### src/rtl/div_unit_pkg.sv
// rtl/div_unit_pkg.sv - shared constants, state encoding and op decode helpers for div_unit
//
// Contents:
//   DIV_OP_*      2-bit operation codes (low bits of the RV32M funct3)
//   TRUE / FALSE  single-bit constants
//   div_state_e   divider FSM states (IDLE, CALC, DONE)
//   op_is_signed  high for DIV / REM
//   op_is_rem     high for REM / REMU

package div_unit_pkg;

    localparam logic [1:0] DIV_OP_DIV  = 2'b00;
    localparam logic [1:0] DIV_OP_DIVU = 2'b01;
    localparam logic [1:0] DIV_OP_REM  = 2'b10;
    localparam logic [1:0] DIV_OP_REMU = 2'b11;

    localparam logic TRUE  = 1'b1;
    localparam logic FALSE = 1'b0;

    typedef enum logic [1:0] {
        ST_IDLE = 2'b00,
        ST_CALC = 2'b01,
        ST_DONE = 2'b10
    } div_state_e;

    // Bit 0 of the op code marks the unsigned variants.
    function automatic logic op_is_signed(input logic [1:0] op);
        return ~op[0];
    endfunction

    // Bit 1 of the op code selects the remainder over the quotient.
    function automatic logic op_is_rem(input logic [1:0] op);
        return op[1];
    endfunction

endpackage

### src/rtl/div_unit.sv
// rtl/div_unit.sv - iterative RV32M divider (DIV/DIVU/REM/REMU), one quotient bit per cycle
//
// Ports:
//   clk           in   system clock, rising edge
//   rst           in   asynchronous active-high reset
//   div_start     in   EX holds a divide instruction (held while it stays in EX)
//   div_op        in   DIV_OP_DIV / DIV_OP_DIVU / DIV_OP_REM / DIV_OP_REMU
//   div_dividend  in   rs1 value
//   div_divisor   in   rs2 value
//   ex_stall      in   EX held for another reason; keeps the unit in DONE
//   pipe_flush    in   trap/interrupt flush; aborts to IDLE
//   div_done      out  div_result valid (decoded from the state register)
//   div_result    out  registered quotient or remainder
//   div_busy      out  unit is iterating (state CALC)

module div_unit
    import div_unit_pkg::*;
#(
    parameter int XLEN  = 32,
    parameter int CNT_W = 6
) (
    input  logic            clk,
    input  logic            rst,
    input  logic            div_start,
    input  logic [1:0]      div_op,
    input  logic [XLEN-1:0] div_dividend,
    input  logic [XLEN-1:0] div_divisor,
    input  logic            ex_stall,
    input  logic            pipe_flush,
    output logic            div_done,
    output logic [XLEN-1:0] div_result,
    output logic            div_busy
);

    localparam logic [XLEN-1:0] SIGNED_MIN = {1'b1, {(XLEN-1){1'b0}}};

    div_state_e        r_state;
    div_state_e        w_next;

    logic [CNT_W-1:0]  r_cnt;
    logic [XLEN-1:0]   r_dvd;      // dividend bits shift out MSB first; quotient bits shift in
    logic [XLEN-1:0]   r_dvs;      // divisor magnitude
    logic [XLEN-1:0]   r_rem;      // partial remainder, always below r_dvs
    logic [XLEN-1:0]   r_result;
    logic              r_rem_op;
    logic              r_neg_q;
    logic              r_neg_r;

    logic              w_a_neg;
    logic              w_b_neg;
    logic [XLEN-1:0]   w_a_abs;
    logic [XLEN-1:0]   w_b_abs;
    logic              w_div_zero;
    logic              w_ovf;
    logic              w_special;
    logic [XLEN:0]     w_shift;
    logic [XLEN:0]     w_diff;
    logic              w_ge;
    logic [XLEN-1:0]   w_rem_nxt;
    logic [XLEN-1:0]   w_quo_nxt;
    logic [XLEN-1:0]   w_quo_fix;
    logic [XLEN-1:0]   w_rem_fix;
    logic              w_last;

    // Operand decode, only consumed in the start cycle.
    assign w_a_neg    = op_is_signed(div_op) & div_dividend[XLEN-1];
    assign w_b_neg    = op_is_signed(div_op) & div_divisor[XLEN-1];
    assign w_a_abs    = w_a_neg ? -div_dividend : div_dividend;
    assign w_b_abs    = w_b_neg ? -div_divisor  : div_divisor;
    assign w_div_zero = (div_divisor == '0);
    assign w_ovf      = op_is_signed(div_op) && (div_dividend == SIGNED_MIN) && (div_divisor == '1);
    assign w_special  = w_div_zero | w_ovf;

    // One restoring step. The shifted value is below 2*divisor, so a
    // non-negative difference always fits back into XLEN bits.
    assign w_shift   = {r_rem, r_dvd[XLEN-1]};
    assign w_diff    = w_shift - {1'b0, r_dvs};
    assign w_ge      = ~w_diff[XLEN];
    assign w_rem_nxt = w_ge ? w_diff[XLEN-1:0] : w_shift[XLEN-1:0];
    assign w_quo_nxt = {r_dvd[XLEN-2:0], w_ge};
    assign w_last    = (r_cnt == CNT_W'(XLEN-1));

    assign w_quo_fix = r_neg_q ? -w_quo_nxt : w_quo_nxt;
    assign w_rem_fix = r_neg_r ? -w_rem_nxt : w_rem_nxt;

    always_ff @(posedge clk or posedge rst) begin
        if (rst) begin
            r_state <= ST_IDLE;
        end else begin
            r_state <= w_next;
        end
    end

    always_comb begin
        w_next = r_state;
        case (r_state)
            ST_IDLE: if (div_start) w_next = w_special ? ST_DONE : ST_CALC;
            ST_CALC: if (w_last)    w_next = ST_DONE;
            ST_DONE: if (!ex_stall) w_next = ST_IDLE;
            default:                w_next = ST_IDLE;
        endcase
        if (pipe_flush) begin
            w_next = ST_IDLE;
        end
    end

    always_ff @(posedge clk or posedge rst) begin
        if (rst) begin
            r_cnt    <= '0;
            r_dvd    <= '0;
            r_dvs    <= '0;
            r_rem    <= '0;
            r_result <= '0;
            r_rem_op <= FALSE;
            r_neg_q  <= FALSE;
            r_neg_r  <= FALSE;
        end else if (!pipe_flush) begin
            if (r_state == ST_IDLE && div_start) begin
                r_rem_op <= op_is_rem(div_op);
                r_cnt    <= '0;
                r_dvd    <= w_a_abs;
                r_dvs    <= w_b_abs;
                r_rem    <= '0;
                r_neg_q  <= w_a_neg ^ w_b_neg;
                r_neg_r  <= w_a_neg;
                if (w_div_zero) begin
                    r_result <= op_is_rem(div_op) ? div_dividend : '1;
                end else if (w_ovf) begin
                    r_result <= op_is_rem(div_op) ? '0 : div_dividend;
                end
            end else if (r_state == ST_CALC) begin
                r_rem <= w_rem_nxt;
                r_dvd <= w_quo_nxt;
                r_cnt <= r_cnt + CNT_W'(1);
                if (w_last) begin
                    r_result <= r_rem_op ? w_rem_fix : w_quo_fix;
                end
            end
        end
    end

    assign div_done   = (r_state == ST_DONE);
    assign div_busy   = (r_state == ST_CALC);
    assign div_result = r_result;

endmodule

### config.mk
export PLATFORM = sky130hd
export DESIGN_NAME = div_unit
export DESIGN_NICKNAME = d
export VERILOG_FILES = /design/src/rtl/div_unit_pkg.sv /design/src/rtl/div_unit.sv
export SDC_FILE = /design/constraint.sdc
export NUM_CORES = 1
export LEC_CHECK = 0
export ABC_AREA = 1
export CAP_MARGIN = 20
export CORE_UTILIZATION = 25
export DETAILED_ROUTE_END_ITERATION = 7
export SYNTH_ARGS = -nofsm -noshare
export SYNTH_HDL_FRONTEND = slang
export SYNTH_SLANG_ARGS = --single-unit
### constraint.sdc
create_clock -name clk -period 16.7 [get_ports clk]
set_input_delay 5.01 -clock clk [delete_from_list [all_inputs] [get_ports clk]]
set_output_delay 5.01 -clock clk [all_outputs]
set_load 0.01 [all_outputs]
==> impl_summary.log, run 1 <==
[metrics] share of synthesized area occupied by flip-flops and latches: 0.263
[metrics] Clock Pin Slew Worst Setup and Hold Paths: 70 ps
[metrics] final worst clock skew: 22.9 ps
[metrics] WS Path Type: input port to flip-flop
[metrics] status: finished clean
[metrics] mean number of vias per cell: 4.76
[metrics] count of flip-flops with a built-in enable after synthesis: 0
[metrics] Min-Delay Path Depth: 2
[metrics] number of hold violations in the final report: 0
[metrics] dpl ws: 8180 ps
[metrics] setup-violating endpoint count in the final report: 0
[metrics] global-route usage over all layers: 0.172
[metrics] final total negative setup slack: 0 ps
[metrics] Power, Total: 3.14 mW
[metrics] power density cells: 202 nW/µm²
[metrics] post-synth design cell area: 13,200 µm²
[metrics] placed cell areas: 14,900 µm²
[metrics] Netlist cell types: 51
[metrics] global-route wire length before repair: 72.7 mm
[metrics] number of sinks handled by clock tree synthesis: 139
[metrics] IO Pins: 105
[metrics] last weighted congestion value of the routability-driven placer: 0.916
[metrics] largest net degree at the start of global routing: 84
[metrics] Area Overhead vs Synth: 17.4%
[metrics] cell types with the highest counts after synthesis: sky130_fd_sc_hd__nand2_1, sky130_fd_sc_hd__inv_1, sky130_fd_sc_hd__nor2_1, sky130_fd_sc_hd__nand3_1, sky130_fd_sc_hd__dfrtp_1
[metrics] Async SR Flop Fraction: 1.00
[metrics] TritonCTS clock tree: built
[metrics] Layout Cell Area excl Fill: 15,500 µm²
[metrics] fin util: 0.300
[metrics] Die ar.: 53,900 µm²
[metrics] Syn Nets: 2,316
[metrics] DRT iter0 DRCs: 1,237
[metrics] Pre-Repair DR Iteration Count: 5
[metrics] data required time at the worst endpoint: 17,060 ps
[metrics] maximum clock insertion buffer count: 2
[metrics] die outline height: 232 µm
[metrics] maximum single-stage delay on the critical path: 430 ps
[metrics] count of antenna-violating nets left after detailed routing: 0
[metrics] Max IR drop VDD: 103 µV
[metrics] placed wire-length estimate after detailed placement: 34.9 mm
[metrics] nets@finish: 2,376
[metrics] initial antenna violation count: 0
[metrics] worst min path class: flip-flop to flip-flop
[metrics] Final WS setup: 8620 ps
[metrics] leakage component of the power: 7.78 nW
[metrics] kind of start point of the critical path: input port
[metrics] total gr overflow: 0
[metrics] most numerous cell in the Yosys netlist: sky130_fd_sc_hd__nand2_1
[metrics] Worst EP arrival: 8430 ps
[metrics] transition time at the pin with the least slew margin: 1070 ps
[metrics] achievable frequency: 124 MHz
[metrics] Chip Width: 232 µm
[metrics] insertion delay of the later-clocked pin in the worst-skew pair: 470 ps
[metrics] CP max-delay cell: sky130_fd_sc_hd__clkdlybuf4s50_1
[metrics] leading post-synthesis cells by cell area: sky130_fd_sc_hd__dfrtp_1, sky130_fd_sc_hd__nand2_1, sky130_fd_sc_hd__inv_1
[metrics] post-synth top area cell: sky130_fd_sc_hd__dfrtp_1
[metrics] worst reg-to-reg path cell count: 28
[metrics] total number of vias: 14,100
[metrics] top-area cell type share of the netlist area: 0.263
[metrics] count of cells resized by post-cts repair: 0
[metrics] most used flip-flop cell after synthesis: sky130_fd_sc_hd__dfrtp_1
[metrics] via count of the first global-routing pass: 13,400
[metrics] placeable core region: 51,800 µm²
[metrics] H-tree Lvls: 4
[metrics] root buf cell: sky130_fd_sc_hd__clkbuf_16
[metrics] max-capacitance violation count: 0
[metrics] Synth warnings: 0
[metrics] ratio of cells with drive above 1 in the final layout: 0.0544
[metrics] Tcrit/Tclk final: 0.484
[metrics] average wire per standard cell: 15.3 µm
[metrics] number of buffers created by CTS: 17
[metrics] most numerous cell on the critical path: sky130_fd_sc_hd__nand2_1
[metrics] starting density of the core: 0.255
[metrics] DR DRC count: 0
[metrics] floorplan row count: 83
[metrics] number of pins exceeding their max-slew limit in the final report: 0
[metrics] post-synthesis average cell area: 6.00 µm²
[metrics] peak fanout along the critical path: 32
[metrics] count of hold buffers inserted by post-cts repair: 0
[metrics] nature of the critical path endpoint: flip-flop
[metrics] cells traversed along the worst timing path: clkdlybuf4s50_1 -> inv_1 -> ha_1 -> inv_1 -> nor3_2 -> nand2_1 -> nor3_2 -> nand2_1 -> nor3_2 -> nand2_1 -> nor2_2 -> nand4_1 -> nor2_1 -> nand2_1 -> nor2_1 -> nand2_1 -> nand2_1 -> nand2_1 -> nand2_1 -> buf_4 -> o21ai_0 -> a21oi_1 -> nor2_1
[metrics] shortest clock period the worst path allows after layout: 8080 ps
[metrics] wire length after detailed routing: 45.4 mm
[metrics] worst relative slew slack: 0.281
[metrics] number of setup buffers added after CTS: 0
[metrics] number of buffers added on ports: 104
[metrics] setup repair after global routing missed its margin: no
[metrics] flop and latch count out of synthesis: 139
[metrics] post-synthesis instance total: 2,206
[metrics] diodes inserted: 0
==> metal layers <==
metal	track usage	routed length [µm]	part of all wire	up-vias
met5	0	0	0	-
met4	0.0489	877	0.019	0
met3	0.0195	1960	0.043	54
met2	0.285	21400	0.47	362
met1	0.232	21200	0.47	6466
li1	-	-	-	7211
==> registers in the layout, summed over array words and instances, names as in the netlist <==
| register | cells |
|---|---|
| r_dvs | 32 |
| r_cnt | 6 |
| r_rem | 32 |
| r_state | 2 |
| r_rem_op | 1 |
| r_neg_q | 1 |
| r_neg_r | 1 |
| div_result | 32 |
| r_dvd | 32 |
==> worst max-delay path, delay by kind of cell <==
kind                     cells  cell delay, ps
AND/OR/NAND/NOR             16            1960
buffers and inverters        4             960
AO/OA/AOI/OAI                2             280
adder cells (fa/ha/maj)      1             160
==> per-stage QoR <==
stage / std cells / hold WS [ps]
2_1_floorplan: 2206 / 453
3_3_place_gp: 2927 / 466
3_5_place_dp: 2927 / 474
4_1_cts: 2959 / 490
5_1_grt: 2959 / 504
6_report: 2959 / 484
==> power breakdown <==
group	total, mW	internal (mW)	switching, mW	leakage, nW
clock	0.434	0.266	0.167	0.320
combinational	2.16	0.682	1.48	5.66
sequential	0.541	0.434	0.107	1.81
==> path summary, 6_finish.rpt <==
kind / start / end / slack (ps)
hold reg to reg: r_dvs[17] / r_dvs[17] / 480
hold / removal: r_dvs[17] / r_dvs[17] / 480
setup reg to reg: r_dvd[31] / div_result[28] / 11340
min in group asynchronous: rst / r_dvs[19] / 5030
max in group asynchronous: rst / div_result[8] / 10160
setup / recovery: div_dividend[0] / div_result[16] / 8620
==> cell families after synthesis <==
logic type                 share of synthesized area
xor gates and xnor gates                      0.0404
DFF                                            0.263
buffers and inverters                          0.114
adders and majority gates                     0.0374
AOI/OAI and AO/OA                              0.149
and+or+nand+nor                                0.397
==> cell type report <==
cell class | count | area, µm²
Fill cell | 5752 | 36300
Multi-Input combinational cell | 1685 | 8270
Sequential cell | 139 | 3480
Inverter | 305 | 1150
Timing Repair Buffer | 118 | 1150
Tap cell | 680 | 851
Clock buffer | 22 | 484
Clock inverter | 10 | 161
==> layout by cell type (no fill, tap or decap), drive strengths merged, types with 2 or more instances in the layout <==
master,n
buf,14
a21o,2
clkdlybuf4s50,104
nand2,752
nand3,159
o21bai,3
a31oi,8
xnor2,13
nor4,8
nor3,32
nand4,21
bufinv,4
o31ai,6
ha,38
nand3b,11
a21oi,106
a22oi,3
o221ai,27
o21ai,139
clkinv,10
xor2,48
clkbuf,22
nor2,246
or2,9
o211ai,13
and2,2
o22ai,31
and3,2
dfrtp,139
inv,301
(Power assumes the default switching activity.)
==> run 2, diff against run 1 <==
==> constraint.sdc (replaced) <==
create_clock -name clk -period 7.6 [get_ports clk]
set_input_delay 2.28 -clock clk [delete_from_list [all_inputs] [get_ports clk]]
set_output_delay 2.28 -clock clk [all_outputs]
set_load 0.01 [all_outputs]
==> run 2 against run 1 <==
Against the previous run:
- register-to-register slack got worse by 9100 ps
- die area stayed put
- clock skew decreased by 4.6 ps
- clock power is 88% higher
- worst hold slack hardly changed
- critical path depth down 1
- combinational power increased by 120%
- critical endpoint is now div_result[1]
- design area decreased by 0.31%
- global-route usage is 0.29 points higher
- worst setup slack got worse by 6800 ps
- wire length grew 1.8%
- clock-buffer cell count shrank 2
==> impl_summary.log, run 2 (synthesis gave the netlist of run 1 again) <==
[metrics] Switch Pwr: 3.88 mW (+120%)
[metrics] kind of start point of the critical path: input port
[metrics] Area Overhead vs Synth: 17.0%
[metrics] nets@finish: 2,378 (+0.084%)
[metrics] largest net degree at the start of global routing: 81 (-3.6%)
[metrics] number of buffers added on ports: 104 (unchanged)
[metrics] global-route usage over all layers: 0.174 (+0.00285)
[metrics] Final Hold Slack: 483 ps (-0.465 ps)
[metrics] count of cells resized by post-cts repair: 0 (unchanged)
[metrics] H-tree Lvls: 4 (unchanged)
[metrics] worst setup slack for register-to-register paths: 2230 ps (-9110 ps)
[metrics] starting density of the core: 0.255 (unchanged)
[metrics] via count of the first global-routing pass: 13,100 (-1.9%)
[metrics] peak fanout along the critical path: 22 (-31%)
[metrics] ratio of cells with drive above 1 in the final layout: 0.0540 (-0.000439)
[metrics] worst relative slew slack: 0.399 (+0.119)
[metrics] leakage component of the power: 7.75 nW (-0.41%)
[metrics] initial antenna violation count: 0 (unchanged)
[metrics] DRT iter0 DRCs: 1,175 (-5.0%)
[metrics] shortest clock period the worst path allows after layout: 5760 ps
[metrics] Worst EP arrival: 6130 ps (-2300 ps)
[metrics] WS Path Type: input port to flip-flop
[metrics] number of fillers in the final layout: 5,746 (-0.10%)
[metrics] number of hold violations in the final report: 0 (unchanged)
[metrics] total number of vias: 14,100 (+0.25%)
[metrics] net switching share of the total power: 0.571 (+0.0116)
[metrics] DR DRC count: 0 (unchanged)
[metrics] count of antenna-violating nets left after detailed routing: 0 (unchanged)
[metrics] logic gate share of total power: 0.704 (+0.015)
[metrics] number of pins exceeding their max-slew limit in the final report: 0 (unchanged)
[metrics] final worst clock skew: 18.3 ps (-4.57 ps)
[metrics] setup-violating endpoint count in the final report: 0 (unchanged)
[metrics] internal power of the cells: 2.91 mW (+110%)
[metrics] power density cells: 438 nW/µm² (+120%)
[metrics] maximum clock insertion buffer count: 2 (unchanged)
[metrics] Clock Pin Slew Worst Setup and Hold Paths: 60 ps (about the same)
[metrics] nature of the critical path endpoint: flip-flop
[metrics] clock share of power: 0.120 (-0.018)
[metrics] max-capacitance violation count: 0 (unchanged)
[metrics] placed cell areas: 14,900 µm² (unchanged)
[metrics] data required time at the worst endpoint: 7970 ps (-9090 ps)
[metrics] floorplan row count: 83 (unchanged)
[metrics] TritonCTS clock tree: built
[metrics] Pre-Repair DR Iteration Count: 6 (+1)
[metrics] total gr overflow: 0 (unchanged)
[metrics] diodes inserted: 0 (unchanged)
[metrics] number of buffers created by CTS: 17 (unchanged)
[metrics] achievable frequency: 174 MHz
[metrics] number of setup buffers added after CTS: 0 (unchanged)
[metrics] setup repair after global routing missed its margin: no
[metrics] fin util: 0.299 (-0.000941)
[metrics] Chip Width: 232 µm (unchanged)
[metrics] most common cell after layout, fill and taps aside: sky130_fd_sc_hd__nand2_1
[metrics] Tcrit/Tclk final: 0.758
[metrics] Layout Cell Area excl Fill: 15,500 µm² (-0.31%)
[metrics] Die ar.: 53,900 µm² (unchanged)
[metrics] status: finished clean
[metrics] Max IR drop VDD: 235 µV (+130%)
[metrics] most frequent cells in the layout: sky130_fd_sc_hd__nand2_1, sky130_fd_sc_hd__inv_1, sky130_fd_sc_hd__nor2_1
[metrics] root buf cell: sky130_fd_sc_hd__clkbuf_16
[metrics] last weighted congestion value of the routability-driven placer: 0.898 (-1.9%)
[metrics] mean number of vias per cell: 4.77 (+0.25%)
[metrics] average wire per standard cell: 15.6 µm (+1.8%)
[metrics] wire length after detailed routing: 46.2 mm (+1.8%)
[metrics] global-route wire length before repair: 73.2 mm (+0.77%)
[metrics] insertion delay of the later-clocked pin in the worst-skew pair: 460 ps (about the same)
[metrics] placed wire-length estimate after detailed placement: 36.0 mm (+3.2%)
[metrics] placeable core region: 51,800 µm² (unchanged)
[metrics] final total negative setup slack: 0 ps (unchanged)
[metrics] worst min path class: flip-flop to flip-flop
[metrics] transition time at the pin with the least slew margin: 901 ps (-171 ps)
[metrics] count of hold buffers inserted by post-cts repair: 0 (unchanged)
[metrics] Reg power frac: 0.176 (+0.003)
[metrics] die outline height: 232 µm (unchanged)
[metrics] Power, Total: 6.79 mW (+120%)
[metrics] IO Pins: 105 (unchanged)
[metrics] number of sinks handled by clock tree synthesis: 139 (unchanged)
run 2: area by class of cell:
cell class	count	area (µm²)	area share
flip-flops and latches	139	3480	0.225
repair buffers	120	1200	0.0776
well taps	680	851	0.0549
clock inverters	10	95.1	0.00614
inverters	305	1150	0.0742
multi-input cells	1685	8270	0.534
clock buffers	20	447	0.0288
run 2: worst paths after layout:
check	endpoint	startpoint	cells after the start
hold reg to reg	r_dvs[11]	r_dvs[11]	2
setup / recovery	div_result[1]	div_dividend[0]	22
min in group asynchronous	r_dvs[26]	rst	2
max in group asynchronous	r_dvd[4]	rst	3
setup reg to reg	div_result[28]	r_dvd[31]	28
hold / removal	r_dvs[11]	r_dvs[11]	2
run 2: power by group through the flow:
stage	Combinational (mW)	Clock (mW)	Sequential [mW]
after floorplan	3.60	0	1.10
after global placement	4.71	0	1.20
after detailed placement	4.73	0	1.20
after CTS	4.74	0.830	1.19
after global routing	5.40	0.857	1.22
final	4.78	0.818	1.19
run 2: stage by stage:
step,setup WS [ps],instances
6_report,1840,2959
5_1_grt,1310,2959
4_1_cts,1750,2957
3_5_place_dp,1270,2927
3_3_place_gp,1430,2927
2_1_floorplan,1600,2206
run 2: worst max-delay path, cell delays in order:
cell and delay, ps:
sky130_fd_sc_hd__clkdlybuf4s50_1 420, sky130_fd_sc_hd__inv_1 130, sky130_fd_sc_hd__ha_1 160, sky130_fd_sc_hd__inv_1 60, sky130_fd_sc_hd__nor3_2 140, sky130_fd_sc_hd__nand2_1 110
sky130_fd_sc_hd__nor3_2 190, sky130_fd_sc_hd__nand2_1 120, sky130_fd_sc_hd__nor3_2 170, sky130_fd_sc_hd__nand2_1 120, sky130_fd_sc_hd__nor2_2 170, sky130_fd_sc_hd__nand4_1 160
sky130_fd_sc_hd__nor2_1 200, sky130_fd_sc_hd__nand2_1 110, sky130_fd_sc_hd__nor2_1 180, sky130_fd_sc_hd__nand2_1 100, sky130_fd_sc_hd__nand2_1 110, sky130_fd_sc_hd__nand2_1 50
sky130_fd_sc_hd__nand2_1 630, sky130_fd_sc_hd__buf_4 310, sky130_fd_sc_hd__nor2_1 60, sky130_fd_sc_hd__a31oi_1 130
run 2: routing by layer:
layer,up-vias,GRT usage,wire length [µm]
li1,7207,-,-
met1,6503,0.234,21300
met2,352,0.282,21500
met3,66,0.0260,2040
met4,0,0.0629,1360
met5,-,0,0
